File: src/rtl/mem_bus_arbiter_if.sv
// mem_bus_arbiter_if: CPU, loader and memory-side signals of the program memory arbiter.
interface mem_bus_arbiter_if #(
    parameter int ADDR_WIDTH = 14,
    parameter int DATA_WIDTH = 8
);
    logic                  cpu_req;
    logic                  cpu_we;
    logic [ADDR_WIDTH-1:0] cpu_address;
    logic [DATA_WIDTH-1:0] cpu_wdata;
    logic [DATA_WIDTH-1:0] cpu_rdata;
    logic                  cpu_ack;
    logic                  ld_req;
    logic                  ld_we;
    logic [ADDR_WIDTH-1:0] ld_address;
    logic [DATA_WIDTH-1:0] ld_wdata;
    logic [DATA_WIDTH-1:0] ld_rdata;
    logic                  ld_ack;
    logic                  ld_lock;
    logic [ADDR_WIDTH-1:0] mem_address;
    logic [DATA_WIDTH-1:0] mem_wdata;
    logic                  mem_we;
    logic [DATA_WIDTH-1:0] mem_rdata;
    logic                  busy;

    modport slave (
        input  cpu_req, cpu_we, cpu_address, cpu_wdata, ld_req, ld_we, ld_address, ld_wdata,
               ld_lock, mem_rdata,
        output cpu_rdata, cpu_ack, ld_rdata, ld_ack, mem_address, mem_wdata, mem_we, busy
    );

    modport master (
        output cpu_req, cpu_we, cpu_address, cpu_wdata, ld_req, ld_we, ld_address, ld_wdata,
               ld_lock, mem_rdata,
        input  cpu_rdata, cpu_ack, ld_rdata, ld_ack, mem_address, mem_wdata, mem_we, busy
    );
endinterface

File: src/rtl/mem_bus_arbiter.sv
// mem_bus_arbiter: shares a 1-cycle-latency program memory between CPU and loader via fixed 4-cycle transactions.
module mem_bus_arbiter #(
    parameter int ADDR_WIDTH = 14,
    parameter int DATA_WIDTH = 8
) (
    input logic             clk,
    input logic             reset,
    mem_bus_arbiter_if.slave bus
);
    typedef enum logic [1:0] {IDLE, ACCESS, CAPTURE, ACK} state_e;

    state_e                state_q, state_d;
    logic                  sel_ld_q, sel_ld_d;
    logic                  last_ld_q, last_ld_d;
    logic                  we_q, we_d;
    logic                  mem_we_q, mem_we_d;
    logic                  cpu_ack_q, cpu_ack_d;
    logic                  ld_ack_q, ld_ack_d;
    logic [ADDR_WIDTH-1:0] addr_q, addr_d;
    logic [DATA_WIDTH-1:0] wdata_q, wdata_d;
    logic [DATA_WIDTH-1:0] cpu_rdata_q, cpu_rdata_d;
    logic [DATA_WIDTH-1:0] ld_rdata_q, ld_rdata_d;
    logic                  cpu_ok, grant_ld;

    always_comb begin
        cpu_ok      = bus.cpu_req & ~bus.ld_lock;
        grant_ld    = bus.ld_req & (~cpu_ok | ~last_ld_q);
        state_d     = state_q;
        sel_ld_d    = sel_ld_q;
        last_ld_d   = last_ld_q;
        we_d        = we_q;
        addr_d      = addr_q;
        wdata_d     = wdata_q;
        mem_we_d    = 1'b0;
        cpu_ack_d   = 1'b0;
        ld_ack_d    = 1'b0;
        cpu_rdata_d = cpu_rdata_q;
        ld_rdata_d  = ld_rdata_q;
        case (state_q)
            IDLE: if (bus.ld_req | cpu_ok) begin
                state_d   = ACCESS;
                sel_ld_d  = grant_ld;
                last_ld_d = grant_ld;
                we_d      = grant_ld ? bus.ld_we : bus.cpu_we;
                addr_d    = grant_ld ? bus.ld_address : bus.cpu_address;
                wdata_d   = grant_ld ? bus.ld_wdata : bus.cpu_wdata;
                mem_we_d  = we_d;
            end
            ACCESS: state_d = CAPTURE;
            CAPTURE: begin
                state_d     = ACK;
                cpu_rdata_d = (!we_q && !sel_ld_q) ? bus.mem_rdata : cpu_rdata_q;
                ld_rdata_d  = (!we_q && sel_ld_q) ? bus.mem_rdata : ld_rdata_q;
                cpu_ack_d   = ~sel_ld_q;
                ld_ack_d    = sel_ld_q;
            end
            default: state_d = IDLE;
        endcase
    end

    always_ff @(posedge clk) begin
        if (reset) begin
            state_q     <= IDLE;
            sel_ld_q    <= 1'b0;
            last_ld_q   <= 1'b0;
            we_q        <= 1'b0;
            mem_we_q    <= 1'b0;
            cpu_ack_q   <= 1'b0;
            ld_ack_q    <= 1'b0;
            addr_q      <= '0;
            wdata_q     <= '0;
            cpu_rdata_q <= '0;
            ld_rdata_q  <= '0;
        end else begin
            state_q     <= state_d;
            sel_ld_q    <= sel_ld_d;
            last_ld_q   <= last_ld_d;
            we_q        <= we_d;
            mem_we_q    <= mem_we_d;
            cpu_ack_q   <= cpu_ack_d;
            ld_ack_q    <= ld_ack_d;
            addr_q      <= addr_d;
            wdata_q     <= wdata_d;
            cpu_rdata_q <= cpu_rdata_d;
            ld_rdata_q  <= ld_rdata_d;
        end
    end

    assign bus.cpu_rdata   = cpu_rdata_q;
    assign bus.cpu_ack     = cpu_ack_q;
    assign bus.ld_rdata    = ld_rdata_q;
    assign bus.ld_ack      = ld_ack_q;
    assign bus.mem_address = addr_q;
    assign bus.mem_wdata   = wdata_q;
    assign bus.mem_we      = mem_we_q;
    assign bus.busy        = state_q != IDLE;
endmodule

File: src/flat_wrapper.sv
// flat-port wrapper written by rule: the top's interface ports become plain ports
module mem_bus_arbiter_flat 
#(
    parameter int ADDR_WIDTH = 14,
    parameter int DATA_WIDTH = 8
)
  (clk, reset, bus_cpu_req, bus_cpu_we, bus_cpu_address, bus_cpu_wdata, bus_ld_req, bus_ld_we, bus_ld_address, bus_ld_wdata, bus_ld_lock, bus_mem_rdata, bus_cpu_rdata, bus_cpu_ack, bus_ld_rdata, bus_ld_ack, bus_mem_address, bus_mem_wdata, bus_mem_we, bus_busy);
  mem_bus_arbiter_if #(.ADDR_WIDTH(ADDR_WIDTH), .DATA_WIDTH(DATA_WIDTH)) bus_i ();
  input logic clk;
  input logic reset;
  input wire logic [$bits(bus_i.cpu_req)-1:0] bus_cpu_req;
  input wire logic [$bits(bus_i.cpu_we)-1:0] bus_cpu_we;
  input wire logic [$bits(bus_i.cpu_address)-1:0] bus_cpu_address;
  input wire logic [$bits(bus_i.cpu_wdata)-1:0] bus_cpu_wdata;
  input wire logic [$bits(bus_i.ld_req)-1:0] bus_ld_req;
  input wire logic [$bits(bus_i.ld_we)-1:0] bus_ld_we;
  input wire logic [$bits(bus_i.ld_address)-1:0] bus_ld_address;
  input wire logic [$bits(bus_i.ld_wdata)-1:0] bus_ld_wdata;
  input wire logic [$bits(bus_i.ld_lock)-1:0] bus_ld_lock;
  input wire logic [$bits(bus_i.mem_rdata)-1:0] bus_mem_rdata;
  output wire logic [$bits(bus_i.cpu_rdata)-1:0] bus_cpu_rdata;
  output wire logic [$bits(bus_i.cpu_ack)-1:0] bus_cpu_ack;
  output wire logic [$bits(bus_i.ld_rdata)-1:0] bus_ld_rdata;
  output wire logic [$bits(bus_i.ld_ack)-1:0] bus_ld_ack;
  output wire logic [$bits(bus_i.mem_address)-1:0] bus_mem_address;
  output wire logic [$bits(bus_i.mem_wdata)-1:0] bus_mem_wdata;
  output wire logic [$bits(bus_i.mem_we)-1:0] bus_mem_we;
  output wire logic [$bits(bus_i.busy)-1:0] bus_busy;
  assign bus_i.cpu_req = bus_cpu_req;
  assign bus_i.cpu_we = bus_cpu_we;
  assign bus_i.cpu_address = bus_cpu_address;
  assign bus_i.cpu_wdata = bus_cpu_wdata;
  assign bus_i.ld_req = bus_ld_req;
  assign bus_i.ld_we = bus_ld_we;
  assign bus_i.ld_address = bus_ld_address;
  assign bus_i.ld_wdata = bus_ld_wdata;
  assign bus_i.ld_lock = bus_ld_lock;
  assign bus_i.mem_rdata = bus_mem_rdata;
  assign bus_cpu_rdata = bus_i.cpu_rdata;
  assign bus_cpu_ack = bus_i.cpu_ack;
  assign bus_ld_rdata = bus_i.ld_rdata;
  assign bus_ld_ack = bus_i.ld_ack;
  assign bus_mem_address = bus_i.mem_address;
  assign bus_mem_wdata = bus_i.mem_wdata;
  assign bus_mem_we = bus_i.mem_we;
  assign bus_busy = bus_i.busy;
  mem_bus_arbiter #(.ADDR_WIDTH(ADDR_WIDTH), .DATA_WIDTH(DATA_WIDTH)) u_core (.clk(clk), .reset(reset), .bus(bus_i));
endmodule
File: config.mk
export PLATFORM = sky130hd
export DESIGN_NAME = mem_bus_arbiter_flat
export DESIGN_NICKNAME = d
export VERILOG_FILES = /design/src/rtl/mem_bus_arbiter_if.sv /design/src/rtl/mem_bus_arbiter.sv /design/src/flat_wrapper.sv
export SDC_FILE = /design/constraint.sdc
export NUM_CORES = 1
export LEC_CHECK = 0
export ABC_AREA = 1
export ABC_CLOCK_PERIOD_IN_PS = 1250
export CORE_MARGIN = 2
export CORE_UTILIZATION = 56
export CTS_CLUSTER_SIZE = 20
export DETAILED_ROUTE_END_ITERATION = 7
export DONT_BUFFER_PORTS = 1
export PLACE_DENSITY = 0.78
export SYNTH_ARGS = -nofsm -noshare
export SYNTH_HDL_FRONTEND = slang
export SYNTH_SLANG_ARGS = --single-unit
File: constraint.sdc
create_clock -name clk -period 1.25 [get_ports clk]
set_clock_uncertainty 0.1 [all_clocks]
set_input_delay 0.25 -clock clk [delete_from_list [all_inputs] [get_ports clk]]
set_output_delay 0.25 -clock clk [all_outputs]
set_load 0.02 [all_outputs]
Word-level counts from Yosys, hierarchy flattened
Cells that the tools add are included. Widths: inputs -> output; s select.

Output and inout port bits: 42. Bits of input ports: 59. Word-level logic and storage cells: 39. Register bits after elaboration: 45.

Multiplexer cells: 5. Eq/ne operators: 3. Bitwise gates (word level): 10. Reduce and logical (&&, ||, !) cells: 11.

Operators with widths (number): $mux 14 (1); $mux 8 (1); $not 1->1 (6); $pmux 2 s3 (1); $reduce_and 2->1 (3); $reduce_or 3->1 (1); $and 1x1->1 (2); $eq 2x1->1 const B (1); $eq 2x2->1 const B (1); $logic_and 1x1->1 (2); $logic_not 1->1 (2); $logic_not 2->1 (1); $mux 2 (1); $ne 2x1->1 const B (1); $or 1x1->1 (2); $reduce_bool 2->1 (1); $reduce_or 2->1 (1); $mux 1 (1).

Logic depth before layout (Yosys ltp)
Depth after elaboration: 6. Depth in mapped cells: 8. Depth with buffers taken out: 7.

Least setup slack after synthesis
No wires, ideal clock.

Kind: register to register. From: register u_core.state_q[0]. To: register u_core.wdata_q[7] (netlist: u_core.bus.mem_wdata[7]). Cell stages (with the launch flop): 9. Path slack: -213 ps. Data required time: 1038 ps. Library setup time: 112 ps. Arrival time: 1251 ps. Clock period less this slack: 1463 ps. Buffers on the path: 1. Cells stage by stage: dfxtp_1 > inv_1 > ha_1 > inv_2 > a21oi_2 > buf_2 > nand2_1 > nor2_1 > nor2_1.

Cells in the longest elaborated chain, start to end: 2.

Ends and longest elaborated chain: from (decl) (RTL line mem_bus_arbiter.sv:12) `state_e state_q, state_d;`; from (signal assigned) (RTL line mem_bus_arbiter.sv:75) `state_q <= state_d;`; $logic_not 2->1 (RTL line mem_bus_arbiter.sv:39) `case (state_q)`; $reduce_and 2->1 (no line); to (signal assigned) (RTL line mem_bus_arbiter.sv:83) `wdata_q <= wdata_d;`; to (decl) (RTL line mem_bus_arbiter.sv:20) `logic [DATA_WIDTH-1:0] wdata_q, wdata_d;`.

No other way between the ends. A chain may end at the register's enable or synchronous reset.

Final worst setup path
From: register u_core.state_q[0]. To: register u_core.cpu_rdata_q[5] (netlist: u_core.bus.cpu_rdata[5]).

Cells in the longest elaborated chain, start to end: 2.

Ends and longest elaborated chain: $eq 2x2->1 (RTL line mem_bus_arbiter.sv:39); $reduce_and 2->1 (no line); to (signal assigned) (RTL line mem_bus_arbiter.sv:84) `cpu_rdata_q <= cpu_rdata_d;`; to (decl) (RTL line mem_bus_arbiter.sv:21) `logic [DATA_WIDTH-1:0] cpu_rdata_q, cpu_rdata_d;`.

No other way between the ends.

==> flow_summary.toml <==
[die]
fp.dieH_um = 66.2
rows = 22
die_w_um = 66.2
dieArea_um2 = 4380
io_pins = 101
start_util = 0.587
core_area_um2 = 3690

[cells_and_area]
nNetsFinal = 407
multi_input_area_um2 = 1170
filler_cell_count = 283
synthToLayoutAreaGrowth_pct = 29.8
drive_gt1_frac = 0.199
insertedDiodeCount = 0
regArea_um2 = 906
final_cells = 394

[setup_path]
cp_data_required_time_ns = 1.38
cp_max_fo = 4
crit_type = "register to register"
end_kind = "register"
worstSetupStartpointType = "register"
worst_ep_arrival_time_ns = 1.67

[power]
total_power_mw = 6.40
pwr_density_cell_nw_per_um2 = 2280
peakVddDrop_mv = 1.10
p_leak_nw = 1.32

[yosys]
syn_inst = 320
syn_nets = 382
seq_area_frac_synth = 0.416
netlist_area_um2 = 2160
synth_seq_cells = 45
avgSynthCellArea_um2 = 6.76
ys_types = 24
ys_warn_count = 0

[sta]
whs_ns = 0.0161
drv_slew = 0
post-route-period-util = 1.23
rsz0062_at_grt = "yes"
fmax_mhz = 650
hold_viol_final = 0
worst_pin_slew_ns = 0.482
timing.setup.tns_ns = -8.27
post-route-min-period_ns = 1.54
slew_headroom = 0.678
setup_viol = 43
worst_slack_ns = -0.289

[drt]
wl_um = 5540
drtPass1Iterations = 4
first_iter_violations = 103
drc_errors = 0
postRouteAntennaNets = 0
vias = 2042
vias_per_cell = 5.18
wl_per_cell_um = 14.0

[placed_design]
dpl.hpwl_um = 3490
routabilityCongestion = 0.771
dpl.cell_count = 366
io_buffers = 0
place_ws_ns = -0.118

[clock_network]
h-tree-depth = 2
tritoncts = "built"
cts.reportedPaths.clkPinSlew_ns = 0.09
clockBufferDepth = 2
cts_buffers = 5
clk_latency_ns = 0.29
cts_num_sinks = 45
ctsRootBufferMaster = "clkbuf_8"

[global_route]
grt_max_degree = 42
grt_pass1_vias = 1764
grt_pass1_wl_um = 7970
grt_remaining_overflow = 0
grtUsageTotal = 0.240
antenna_found_initial = 0

[run_status]
violations = "setup timing"
status = "complete, but fails checks"

[worst_hold_path]
min_path_type = "primary input to register"

[flow_run]
max_cap_viol_count = 0
-- cells in the final DEF, fill, tap and decap left out --
| cell | count |
|---|---|
| nand2_1 | 66 |
| nor2_1 | 59 |
| dfxtp_1 | 43 |
| inv_1 | 32 |
| nand3_1 | 31 |
| dlygate4sd3_1 | 13 |
| o21ai_2 | 12 |
| a21oi_1 | 9 |
| a21boi_1 | 9 |
| buf_6 | 8 |
| nor2_2 | 6 |
| a21boi_0 | 6 |
| clkbuf_8 | 6 |
| buf_12 | 6 |
| buf_4 | 6 |
| inv_4 | 5 |
| o21ai_0 | 3 |
| inv_2 | 2 |
| nand3_4 | 2 |
| nand2_4 | 2 |
| nand2_2 | 2 |
| o21ai_1 | 2 |
| ha_4 | 2 |
| nand2_8 | 1 |
| a21oi_4 | 1 |
| nor3_1 | 1 |
| nand3_2 | 1 |
| nand4_1 | 1 |
| nor2_4 | 1 |
| nor3_4 | 1 |
| o21bai_1 | 1 |
| ha_1 | 1 |
| inv_6 | 1 |
| clkinv_4 | 1 |
| clkbuf_16 | 1 |
| dfxtp_2 | 1 |
| dfxtp_4 | 1 |
-- report_power, final --
group / internal, mW / switching (mW)
Clock: 0.459 / 0.514
Combinational: 1.34 / 1.40
Sequential: 1.89 / 0.796
-- cells by family after synthesis --
kind of cell    synth area share
compound gates             0.120
simple gates               0.339
fa+ha+maj                 0.0173
flops                      0.416
buf+inv                    0.108
-- Yosys cell counts --
cell type | instances | area share
nor3_4 | 1 | 0.0075
nor2_1 | 65 | 0.11
a21oi_2 | 1 | 0.0040
nand3_1 | 33 | 0.076
inv_1 | 37 | 0.064
inv_2 | 2 | 0.0035
nor2_4 | 1 | 0.0052
a21boi_1 | 9 | 0.031
nand2_1 | 69 | 0.12
buf_4 | 1 | 0.0035
nand3_2 | 1 | 0.0046
o21bai_1 | 1 | 0.0035
clkbuf_1 | 7 | 0.012
ha_1 | 3 | 0.017
nor3_1 | 1 | 0.0023
buf_6 | 2 | 0.010
nand2_4 | 1 | 0.0052
nand4_1 | 1 | 0.0029
dfxtp_1 | 45 | 0.42
o21ai_0 | 17 | 0.039
buf_2 | 6 | 0.014
a21oi_1 | 9 | 0.021
nand2_2 | 1 | 0.0029
a21boi_0 | 6 | 0.021
-- through the flow --
stage               utilization  instance area [um2]
floorplan                     -                 2210
finish                    0.762                 2810
global placement          0.639                 2360
CTS                       0.708                 2610
detailed placement        0.639                 2360
global route              0.762                 2810
-- final cells by class --
type                    instances  share of cell area
well taps                      48              0.0214
clock buffers                   6              0.0294
repair buffers                 34               0.146
clock inverters                 2             0.00623
multi-input cells             220               0.418
inverters                      39              0.0565
flip-flops and latches         45               0.322
-- worst paths after layout --
path	startpoint	endpoint	slack (ns)	cells after the start
worst max-delay path	u_core.state_q[0]	u_core.bus.cpu_rdata[5]	-0.29	8
worst min-delay path	bus_mem_rdata[7]	u_core.bus.ld_rdata[7]	0.02	2
worst max register to register	u_core.state_q[0]	u_core.bus.cpu_rdata[5]	-0.29	8
worst min register to register	u_core.bus.ld_rdata[6]	u_core.bus.ld_rdata[6]	0.51	2
-- flip-flops by register name, summed over array words and instances (netlist names) --
register	flops
u_core.bus.ld_ack	1
u_core.sel_ld_q	1
u_core.bus.mem_wdata	8
u_core.bus.cpu_rdata	8
u_core.state_q	2
u_core.bus.mem_we	1
u_core.bus.ld_rdata	8
u_core.bus.cpu_ack	1
u_core.we_q	1
u_core.bus.mem_address	14
-- critical path, cell delays in order (launching register included) --
cell     delay, ns
dfxtp_2       0.35
inv_4         0.08
buf_6         0.10
ha_4          0.15
inv_4         0.04
nor3_4        0.28
buf_6         0.16
o21ai_2       0.05
nor2_1        0.16
-- layer usage --
layer,up-vias,track usage,routed length [um]
met3,4,0.0852,364
met1,912,0.264,2310
li1,1055,-,-
met2,71,0.433,2810
met4,0,0.0663,51
met5,-,0,0
-- what timing repair did --
action / in CTS / in global routing
cloned: 0 / 1
endpoints found under the setup margin: 40 / 44
pin swaps: 5 / 13
gates resized for setup: 11 / 44
endpoints found under the hold margin: 22 / 4
setup buffers: 4 / 2
hold buffers: 9 / 4
No activity file was read; power rests on OpenSTA's default activity.
